[src/rtl/mips32_pkg.sv]
// Shared types and constants for the MIPS32 program loader.
package mips32_pkg;
  localparam int WORD_W         = 32;
  localparam int BYTES_PER_WORD = 4;
  localparam int BCNT_W         = $clog2(BYTES_PER_WORD);

  typedef enum logic [2:0] {IDLE, RECV, WRITE, CHECK, FIN} state_t;
endpackage

[src/rtl/mips32_byte_packer.sv]
// Byte-to-word assembler: shifts accepted bytes into a 32-bit word in the
// configured byte order and flags when the next byte completes the word.
module mips32_byte_packer
  import mips32_pkg::*;
#(
  parameter int BIG_ENDIAN = 1
) (
  input  logic              clk1,
  input  logic              rst_n,
  input  logic              clr,
  input  logic              shift,
  input  logic [7:0]        din,
  output logic [WORD_W-1:0] word_next,
  output logic              last
);
  logic [WORD_W-1:0] word_reg;
  logic [BCNT_W-1:0] cnt_reg;

  generate
    if (BIG_ENDIAN != 0) begin : g_be
      assign word_next = {word_reg[WORD_W-9:0], din};
    end else begin : g_le
      assign word_next = {din, word_reg[WORD_W-1:8]};
    end
  endgenerate

  assign last = (cnt_reg == BCNT_W'(BYTES_PER_WORD - 1));

  // Counter wraps naturally back to 0 after the fourth byte.
  always_ff @(posedge clk1 or negedge rst_n) begin
    if (!rst_n) begin
      word_reg <= '0;
      cnt_reg  <= '0;
    end else if (clr) begin
      word_reg <= '0;
      cnt_reg  <= '0;
    end else if (shift) begin
      word_reg <= word_next;
      cnt_reg  <= cnt_reg + BCNT_W'(1);
    end
  end
endmodule

[src/rtl/mips32_prog_loader.sv]
// Streams bytes into 32-bit words and writes them to program memory while
// holding the CPU halted. Optional trailing XOR checksum: LOADER_CHECKSUM_EN.
module mips32_prog_loader
  import mips32_pkg::*;
#(
  parameter int ADDR_W     = 10,
  parameter int BIG_ENDIAN = 1
) (
  input  logic              clk1,
  input  logic              rst_n,
  input  logic              start,
  input  logic [ADDR_W-1:0] base_addr,
  input  logic [ADDR_W:0]   word_count,
  input  logic              s_valid,
  input  logic [7:0]        s_data,
  output logic              s_ready,
  output logic              mem_we,
  output logic [ADDR_W-1:0] mem_addr,
  output logic [WORD_W-1:0] mem_wdata,
  output logic              cpu_halt,
  output logic              busy,
  output logic              done,
  output logic              error
);
  state_t            state_reg, state_next;
  logic [ADDR_W-1:0] addr_reg;
  logic [ADDR_W:0]   count_reg;
  logic              done_reg;
  logic              hs;
  logic              last;
  logic [WORD_W-1:0] word_next;
`ifdef LOADER_CHECKSUM_EN
  logic [7:0]        csum_reg;
  logic              error_reg;
`endif

  assign hs = s_valid & s_ready;

  mips32_byte_packer #(.BIG_ENDIAN(BIG_ENDIAN)) u_packer (
    .clk1      (clk1),
    .rst_n     (rst_n),
    .clr       (state_reg == IDLE),
    .shift     ((state_reg == RECV) && hs),
    .din       (s_data),
    .word_next (word_next),
    .last      (last)
  );

  always_comb begin
    state_next = state_reg;
    s_ready    = 1'b0;
    case (state_reg)
      IDLE: if (start) state_next = (word_count == '0) ? FIN : RECV;
      RECV: begin
        s_ready = 1'b1;
        if (hs && last) state_next = WRITE;
      end
      WRITE: begin
        if (count_reg != (ADDR_W+1)'(1)) state_next = RECV;
`ifdef LOADER_CHECKSUM_EN
        else state_next = CHECK;
`else
        else state_next = FIN;
`endif
      end
      CHECK: begin
`ifdef LOADER_CHECKSUM_EN
        s_ready = 1'b1;
        if (s_valid) state_next = FIN;
`else
        state_next = FIN;
`endif
      end
      FIN:     state_next = IDLE;
      default: state_next = IDLE;
    endcase
  end

  always_ff @(posedge clk1 or negedge rst_n) begin
    if (!rst_n) begin
      state_reg <= IDLE;
      addr_reg  <= '0;
      count_reg <= '0;
      done_reg  <= 1'b0;
      mem_addr  <= '0;
      mem_wdata <= '0;
`ifdef LOADER_CHECKSUM_EN
      csum_reg  <= '0;
      error_reg <= 1'b0;
`endif
    end else begin
      state_reg <= state_next;
      case (state_reg)
        IDLE: if (start) begin
          addr_reg  <= base_addr;
          count_reg <= word_count;
          done_reg  <= 1'b0;
`ifdef LOADER_CHECKSUM_EN
          csum_reg  <= '0;
          error_reg <= 1'b0;
`endif
        end
        RECV: if (hs) begin
`ifdef LOADER_CHECKSUM_EN
          csum_reg <= csum_reg ^ s_data;
`endif
          // Capture the finished word so it is presented during WRITE.
          if (last) begin
            mem_addr  <= addr_reg;
            mem_wdata <= word_next;
          end
        end
        WRITE: begin
          addr_reg  <= addr_reg + ADDR_W'(1);
          count_reg <= count_reg - (ADDR_W+1)'(1);
        end
`ifdef LOADER_CHECKSUM_EN
        CHECK: if (s_valid) error_reg <= (s_data != csum_reg);
`endif
        default: ;
      endcase
      // Later assignment wins, so a zero-length start still ends with done set.
      if (state_next == FIN) done_reg <= 1'b1;
    end
  end

  assign mem_we   = (state_reg == WRITE);
  assign busy     = (state_reg != IDLE);
  assign cpu_halt = busy;
  assign done     = done_reg;
`ifdef LOADER_CHECKSUM_EN
  assign error    = error_reg;
`else
  assign error    = 1'b0;
`endif
endmodule

[config.mk]
export PLATFORM = sky130hd
export DESIGN_NAME = mips32_prog_loader
export DESIGN_NICKNAME = d
export VERILOG_FILES = /design/src/rtl/mips32_pkg.sv /design/src/rtl/mips32_byte_packer.sv /design/src/rtl/mips32_prog_loader.sv
export SDC_FILE = /design/constraint.sdc
export NUM_CORES = 1
export LEC_CHECK = 0
export CAP_MARGIN = 20
export CORE_UTILIZATION = 42
export DETAILED_ROUTE_END_ITERATION = 16
export PLACE_DENSITY = 0.7
export SLEW_MARGIN = 20
export SYNTH_ARGS = -nofsm -noshare
export SYNTH_HDL_FRONTEND = slang
export SYNTH_HIERARCHICAL = 1
export SYNTH_SLANG_ARGS = --single-unit
export TNS_END_PERCENT = 1
[constraint.sdc]
create_clock -name clk1 -period 2 [get_ports clk1]
set_clock_uncertainty 0.05 [all_clocks]
set_input_delay 0.6 -clock clk1 [delete_from_list [all_inputs] [get_ports clk1]]
set_output_delay 0.6 -clock clk1 [all_outputs]
set_load 0.02 [all_outputs]
### Word-level counts from Yosys, hierarchy flattened

Cells that the tools add are included.

* register bits: 93
* word-level logic and storage cells: 48
* output and inout port bits: 48
* input bits: 33

* reductions and logical operators: 12
* bitwise gates (word level): 1
* eq/ne operators: 7
* muxes and demuxes: 17
* add/subtract/negate cells: 3

Operators with widths (count)
* $mux W24: 2
* $pmux W11 S2: 1
* $pmux W10 S2: 1
* $mux W3: 4
* $pmux W3 S4: 1
* $logic_not A11 Y1: 1
* $mux W11: 1
* $ne A11 B1 Y1 const B: 1
* $sub A11 B1 Y11 const B: 1
* $add A10 B1 Y10 const B: 1
* $mux W10: 1
* $reduce_bool A2 Y1: 4
* $eq A3 B2 Y1 const B: 2
* $mux W1: 4
* $mux W2: 2
* $reduce_and A2 Y1: 2
* $eq A3 B1 Y1 const B: 1
* $eq A3 B3 Y1 const B: 1
* $logic_not A3 Y1: 1
* $reduce_and A3 Y1: 1
* $reduce_bool A3 Y1: 1
* $add A2 B1 Y2 const B: 1
* $eq A2 B2 Y1 const B: 1
* $logic_and A1 B1 Y1: 2
* other kinds (2): 2

### Depth between registers and ports, before layout

Gate-level depths: netlist of the first run.

* depth after elaboration: 9
* gate-level depth with buffers: 8
* mapped depth without buffers: 6

### Cells and area by module

Netlist of the first run, hierarchy kept.

By module, submodules not included
* mips32_prog_loader: times used 1, area each 3002.9 um^2, cells each 242
* mips32_byte_packer: times used 1, area each 1147.4 um^2, cells each 93

### Least setup slack after synthesis of the first run

OpenSTA, ideal clock, no wires.

* path type: register -> register
* from: register state_reg[0]
* to: register u_packer.word_reg[0]
* required time: 1.828 ns
* arrival: 1.806 ns
* library setup time: 0.122 ns
* buffers on the path: 2
* slack: 0.022 ns
* stages on the path, launching flop included: 8
* path through: dfrtp_1 inv_1 nor3_1 and2_1 buf_6 buf_12 mux2i_1 nor2_1

* longest elaborated chain between the ends: 5
* elaborated cells on any way between the ends: 7
* classes of those cells: eq/ne (1); mux (2); bitwise (1); reduce/logical (3)

RTL lines
* start, declared: RTL line mips32_prog_loader.sv:25 `state_t state_reg, state_next;`
* start signal, assigned: RTL line mips32_prog_loader.sv:92 `state_reg <= state_next;`
* $eq A3 B1 Y1: RTL line mips32_prog_loader.sv:52 `case (state_reg)`
* $mux W1: RTL line mips32_prog_loader.sv:52
* via s_ready: RTL line mips32_prog_loader.sv:16 `output logic s_ready,`
* $and A1 B1 Y1: RTL line mips32_prog_loader.sv:37 `assign hs = s_valid & s_ready;`
* $logic_and A1 B1 Y1: RTL line mips32_prog_loader.sv:43 `.shift ((state_reg == RECV) && hs),`
* $reduce_bool A2 Y1 (no line)
* end signal, assigned: RTL line mips32_byte_packer.sv:38 `word_reg <= word_next;`
* end, declared: RTL line mips32_byte_packer.sv:16 `logic [WORD_W-1:0] word_reg;`

The timed path passes the listed nets, and every way through them passes these cells.
A chain may end at the register's enable or synchronous reset.

### Worst setup path in the final report of the first run

* from: register state_reg[1]
* to: output port mem_we

* longest elaborated chain between the ends: 1

RTL lines
* $eq A3 B2 Y1: RTL line mips32_prog_loader.sv:127 `assign mem_we = (state_reg == WRITE);`
* end, declared: RTL line mips32_prog_loader.sv:17 `output logic mem_we,`

No other way between the ends.

==> results of run 1 <==
==> power by group through the flow <==
| stage | combinational, mW | clock, mW | sequential, mW |
|---|---|---|---|
| 2_1_floorplan | 1.48 | 0 | 3.59 |
| 3_3_place_gp | 3.09 | 0 | 3.24 |
| 3_5_place_dp | 3.16 | 0 | 3.29 |
| 4_1_cts | 3.10 | 1.46 | 3.25 |
| 5_1_grt | 3.31 | 1.54 | 3.35 |
| 6_report | 3.03 | 1.42 | 3.23 |
==> cell type report <==
type	count	share of cell area, %
Multi-Input combinational cell	206	29.4
Clock inverter	7	1.93
Inverter	7	0.507
Sequential cell	93	42.8
Clock buffer	9	2.28
Tap cell	129	2.97
Timing Repair Buffer	107	20.1
==> logic make-up after synthesis <==
| kind of cell | count (synthesis) | synth area share, % |
|---|---|---|
| AND/OR/NAND/NOR | 94 | 11.7 |
| flip-flops | 93 | 56.1 |
| multiplexers | 67 | 17.4 |
| AO/OA/AOI/OAI | 39 | 7.54 |
| buffers and inverters | 36 | 5.79 |
| adder cells (fa/ha/maj) | 4 | 1.21 |
| other | 1 | 0.0904 |
| XOR/XNOR | 1 | 0.211 |
==> how the worst max path moves through the flow <==
stage                             from                   end  slack (ns)  cells after the start
after floorplan           state_reg[0]  u_packer/word_reg[0]        0.02                      7
after global placement           start           addr_reg[3]       -0.23                      6
after detailed placement         start           addr_reg[3]       -0.26                      6
after CTS                 state_reg[1]                mem_we       -0.04                      3
after global routing      state_reg[1]                mem_we       -0.11                      3
final                     state_reg[1]                mem_we       -0.04                      3
==> per-layer routing <==
metal	vias to the layer above	wire length [um]
li1	1359	-
met1	1419	3750
met2	90	4210
met3	2	470
met4	0	31
met5	-	0
==> cells in the final DEF, fill, tap and decap left out, types with 3 or more instances in the layout <==
cell type / synthesis / final
ha_1: 4 / 4
nor2_1: 40 / 40
buf_4: 12 / 23
dlymetal6s2s_1: 0 / 25
inv_1: 6 / 6
nor3_1: 7 / 6
a21oi_1: 3 / 3
buf_12: 2 / 4
a311oi_1: 3 / 3
dfrtp_1: 93 / 93
nand2_1: 17 / 17
o211ai_1: 6 / 6
nand3_1: 5 / 5
a211oi_1: 3 / 3
buf_6: 2 / 4
o21ai_0: 5 / 5
dlygate4sd2_1: 0 / 17
clkbuf_8: 0 / 9
or3_1: 4 / 3
clkdlybuf4s50_1: 0 / 32
mux2_2: 41 / 41
mux2i_1: 25 / 25
==> per-stage QoR <==
step                setup slack [ns]  hold WS, ns  total power [mW]  TNS, ns
floorplan                     0.0220        0.254              5.07        0
global placement              -0.233        0.420              6.34   -11.49
detailed placement            -0.263        0.426              6.45   -12.98
CTS                          -0.0365       0.0977              7.81   -0.126
global route                  -0.112        0.106              8.20   -0.396
finish                       -0.0398       0.0995              7.68  -0.0875
==> repair_timing <==
action / in CTS / in global routing
setup endpoints to repair: 21 / 51
resized for setup: 41 / 30
buffers inserted: 2 / 0
pin swaps: 1 / 1
==> critical path, cell delays in order, from the launching register on <==
cell and delay (ns):
dfrtp_1 0.43, or3b_4 0.42, clkinv_2 0.07, buf_6 0.11
==> impl_metrics.tcl, run 1 <==
set metrics [dict create \
    status "finished with violations" \
    violations "negative setup slack" \
    ys_types 55 \
    fin_util_pct 57.7 \
    powerDensity_nw_per_um2 1410 \
    cts_made_buffers 9 \
    core_um2 9420 \
    cts_root_buf "clkbuf_8" \
    die-area_um2 10300 \
    cts_tree "done" \
    ant_nets 0 \
    yosysMostFrequentCell "dfrtp_1" \
    required_ns 1.35 \
    yosys.area.top_type "dfrtp_1" \
    synth_edf_count 0 \
    cts_hold_buf 0 \
    finalWorstSetupSlack_ns -0.0398 \
    final_area_um2 5430 \
    vias 2870 \
    p_seq_share_pct 42.0 \
    seq_area_um2 2330 \
    grt.busiest_layer "met2" \
    hold_violations 0 \
    ys_warn_count 6 \
    grt_pass1_wl_um 14000 \
    diodes 0 \
    crit_fanout 5 \
    ys_seq_area_share_pct 56.1 \
    multi_input_area_um2 1600 \
    placed_cell_area_um2 5130 \
    nets 461 \
    synth_fp_nets 372 \
    reg2reg_to "addr_reg[3]" \
    cts_max_level 3 \
    grt_antenna_before_repair 0 \
    dp_hpwl_um 5920 \
    hp-class "in -> async" \
    port_buffers 79 \
    largest_register_ffs 32 \
    fmax_mhz 490 \
    gr-usage-met3_pct 4.69 \
    end_kind "output pin" \
    maxCapViolations 0 \
    grt_pass1_vias 2916 \
    startpoint_type "flip-flop" \
    clk_latency_ns 0.36 \
    drive_gt1_share_pct 25.2 \
    ys_top_cells_by_area "dfrtp_1 (56%), mux2_2 (11%), mux2i_1 (6.0%)" \
    io_pins 81 \
    swShare_pct 35.9 \
    synth_top_area_share_pct 56.1 \
    dr.pass1.iters 4 \
    rsz0062_at_grt "yes" \
    crit_arrival_ns 1.39 \
    min_period_over_period_pct 102 \
    power_frac_comb_pct 39.4 \
    drt-initial-drc-count 87 \
    max-vdd-ir-drop_v 0.000570 \
    setup_violations 4 \
    clockBufferDepth 2 \
    ys_ff_latch 93 \
    post-route-drc-count 0 \
    r2r_start "state_reg[1]" \
    path_clk_slew_ns 0.10 \
    switching_power_mw 2.76 \
    grt_usage_pct 17.8 \
    syn2layout_area_growth_pct 30.9 \
    synth_commonest_cells "dfrtp_1 (93), mux2_2 (41), nor2_1 (40)" \
    fp.dieH_um 101 \
    pwr-share-clk_pct 18.5 \
    nFillCells 826 \
    maxSlewViolCount 0 \
    die-width_um 101 \
    final_cells 558 \
    rows 35 \
    routed_wl_um 8460 \
    place_congestion 0.882 \
    gr-total-overflow 0 \
    leakagePower_nw 2.85 \
    syn-cell-area_um2 4150 \
    reg2reg_slack_ns 0.05 \
    wl_per_cell_um 15.2 \
    initial_core_util_pct 44.1 \
    grt_max_degree 40 \
    min_period_ns 2.04 \
    use_met1_pct 22.0 \
    use_met2_pct 30.7 \
    path_class "reg -> out" \
    internal_power_mw 4.92 \
    viasPerCell 5.14 \
    reg2reg_depth 7 \
    dp.cells 540 \
    synthCells 335 \
    cts.sinks 93 \
    synth_flop_cell "dfrtp_1" \
    syn_avg_cell_area_um2 12.4 \
    async_reset_ff_share_pct 100 \
]
(Power assumes the default switching activity.)
==> inputs of run 2 (changes only) <==
- SKIP_CTS_REPAIR_TIMING: not set -> 1
==> run 2 against run 1 <==
- the run still ends with negative setup slack left
- first-iteration DRC count shrank 24%
- power grew 1.0%
- core utilization grew 0.80 points
- critical path depth is the same
- sequential power is essentially flat
- die area is the same
- combinational power grew 3%
- sequential share of layout area shrank 0.58 points
- critical endpoint unchanged
==> impl_metrics.tcl, run 2 (synthesis results as in run 1) <==
set metrics [dict create \
    cts_max_level 3 \
    maxSlewViolCount 0 \
    crit_fanout 5 \
    reg2reg_to "addr_reg[3]" \
    cts_root_buf "clkbuf_8" \
    rows 35 \
    grt_pass1_vias 2893 \
    gr-usage-met3_pct 4.69 \
    startpoint_type "flip-flop" \
    clk_latency_ns 0.36 \
    end_kind "output pin" \
    leakagePower_nw 3.07 \
    gr-total-overflow 0 \
    fp.dieH_um 101 \
    grt_max_degree 40 \
    status "finished with violations" \
    maxCapViolations 0 \
    setup_violations 4 \
    place_congestion 0.882 \
    finalPower_mw 7.76 \
    io_pins 81 \
    min_period_ns 2.04 \
    r2r_start "state_reg[1]" \
    clockBufferDepth 2 \
    reg2reg_depth 7 \
    mostFrequentLayoutCells "dfrtp_1 (93), dlymetal6s2s_1 (42), mux2_2 (41), nor2_1 (39), clkdlybuf4s50_1 (32)" \
    initial_core_util_pct 44.1 \
    powerDensity_nw_per_um2 1410 \
    die-width_um 101 \
    use_met2_pct 30.0 \
    drt-initial-drc-count 66 \
    core_um2 9420 \
    grt_usage_pct 17.5 \
    rsz0062_at_grt "yes" \
    final_common_cell "dfrtp_1" \
    largest_register_ffs 32 \
    use_met1_pct 21.8 \
    max-vdd-ir-drop_v 0.000587 \
    hp-class "in -> async" \
    finalSetupTns_ns -0.0733 \
    crit_arrival_ns 1.39 \
    dp_hpwl_um 5920 \
    min_period_over_period_pct 102 \
    cts_made_buffers 9 \
    diodes 0 \
    viasPerCell 5.12 \
    grt_antenna_before_repair 0 \
    path_class "reg -> out" \
    multi_input_area_um2 1610 \
    routed_wl_um 8500 \
    grt_pass1_wl_um 13900 \
    nFillCells 796 \
    cts.sinks 93 \
    fin_util_pct 58.5 \
    post-route-drc-count 0 \
    fmax_mhz 490 \
    die-area_um2 10300 \
    seq_area_um2 2330 \
    whs_ns 0.0974 \
    reg2reg_slack_ns 0.04 \
    cts_tree "done" \
    port_buffers 79 \
    dr.pass1.iters 4 \
    finalWorstSetupSlack_ns -0.0397 \
    hold_violations 0 \
    syn2layout_area_growth_pct 32.7 \
    drive_gt1_share_pct 25.2 \
    grt.busiest_layer "met2" \
    required_ns 1.35 \
    ant_nets 0 \
    vias 2852 \
    nets 460 \
    violations "negative setup slack" \
    path_clk_slew_ns 0.10 \
    wl_per_cell_um 15.3 \
]
## run 2: how the worst max path moves through the flow
stage | from | depth (start not counted) | end | slack, ns
detailed placement | start | 6 | addr_reg[3] | -0.26
finish | state_reg[1] | 3 | mem_we | -0.04
CTS | state_reg[1] | 4 | s_ready | -0.56
floorplan | state_reg[0] | 7 | u_packer/word_reg[0] | 0.02
global route | state_reg[1] | 3 | mem_we | -0.11
global placement | start | 6 | addr_reg[3] | -0.23
## run 2: critical path: stages, from the launching register on
cell	delay, ns
dfrtp_1	0.43
or3b_4	0.41
clkinv_2	0.07
buf_6	0.11
## run 2: area by class of cell
cell class | count | area share (%)
sequential | 93 | 42.2
multi-input combinational | 206 | 29.3
timing repair buffer | 106 | 20.9
tap | 129 | 2.93
clock buffer | 9 | 2.25
clock inverter | 7 | 1.91
inverter | 7 | 0.500
## run 2: through the flow
stage / setup WS [ns] / area, um^2 / instances
3_3_place_gp: -0.233 / 5130 / 540
2_1_floorplan: 0.0220 / 4150 / 335
6_report: -0.0397 / 5510 / 557
3_5_place_dp: -0.263 / 5130 / 540
4_1_cts: -0.555 / 5360 / 556
5_1_grt: -0.110 / 5510 / 557
## run 2: per-layer routing
layer	vias to the layer above	part of all wire, %	wire length, um
li1	1354	-	-
met1	1407	44	3780
met2	85	49	4200
met3	6	5.3	448
met4	0	0.96	82
met5	-	0	0
## run 2: power breakdown
group	switching (mW)	internal [mW]
Combinational	1.52	1.59
Clock	0.700	0.721
Sequential	0.555	2.68
Total	2.77	4.99
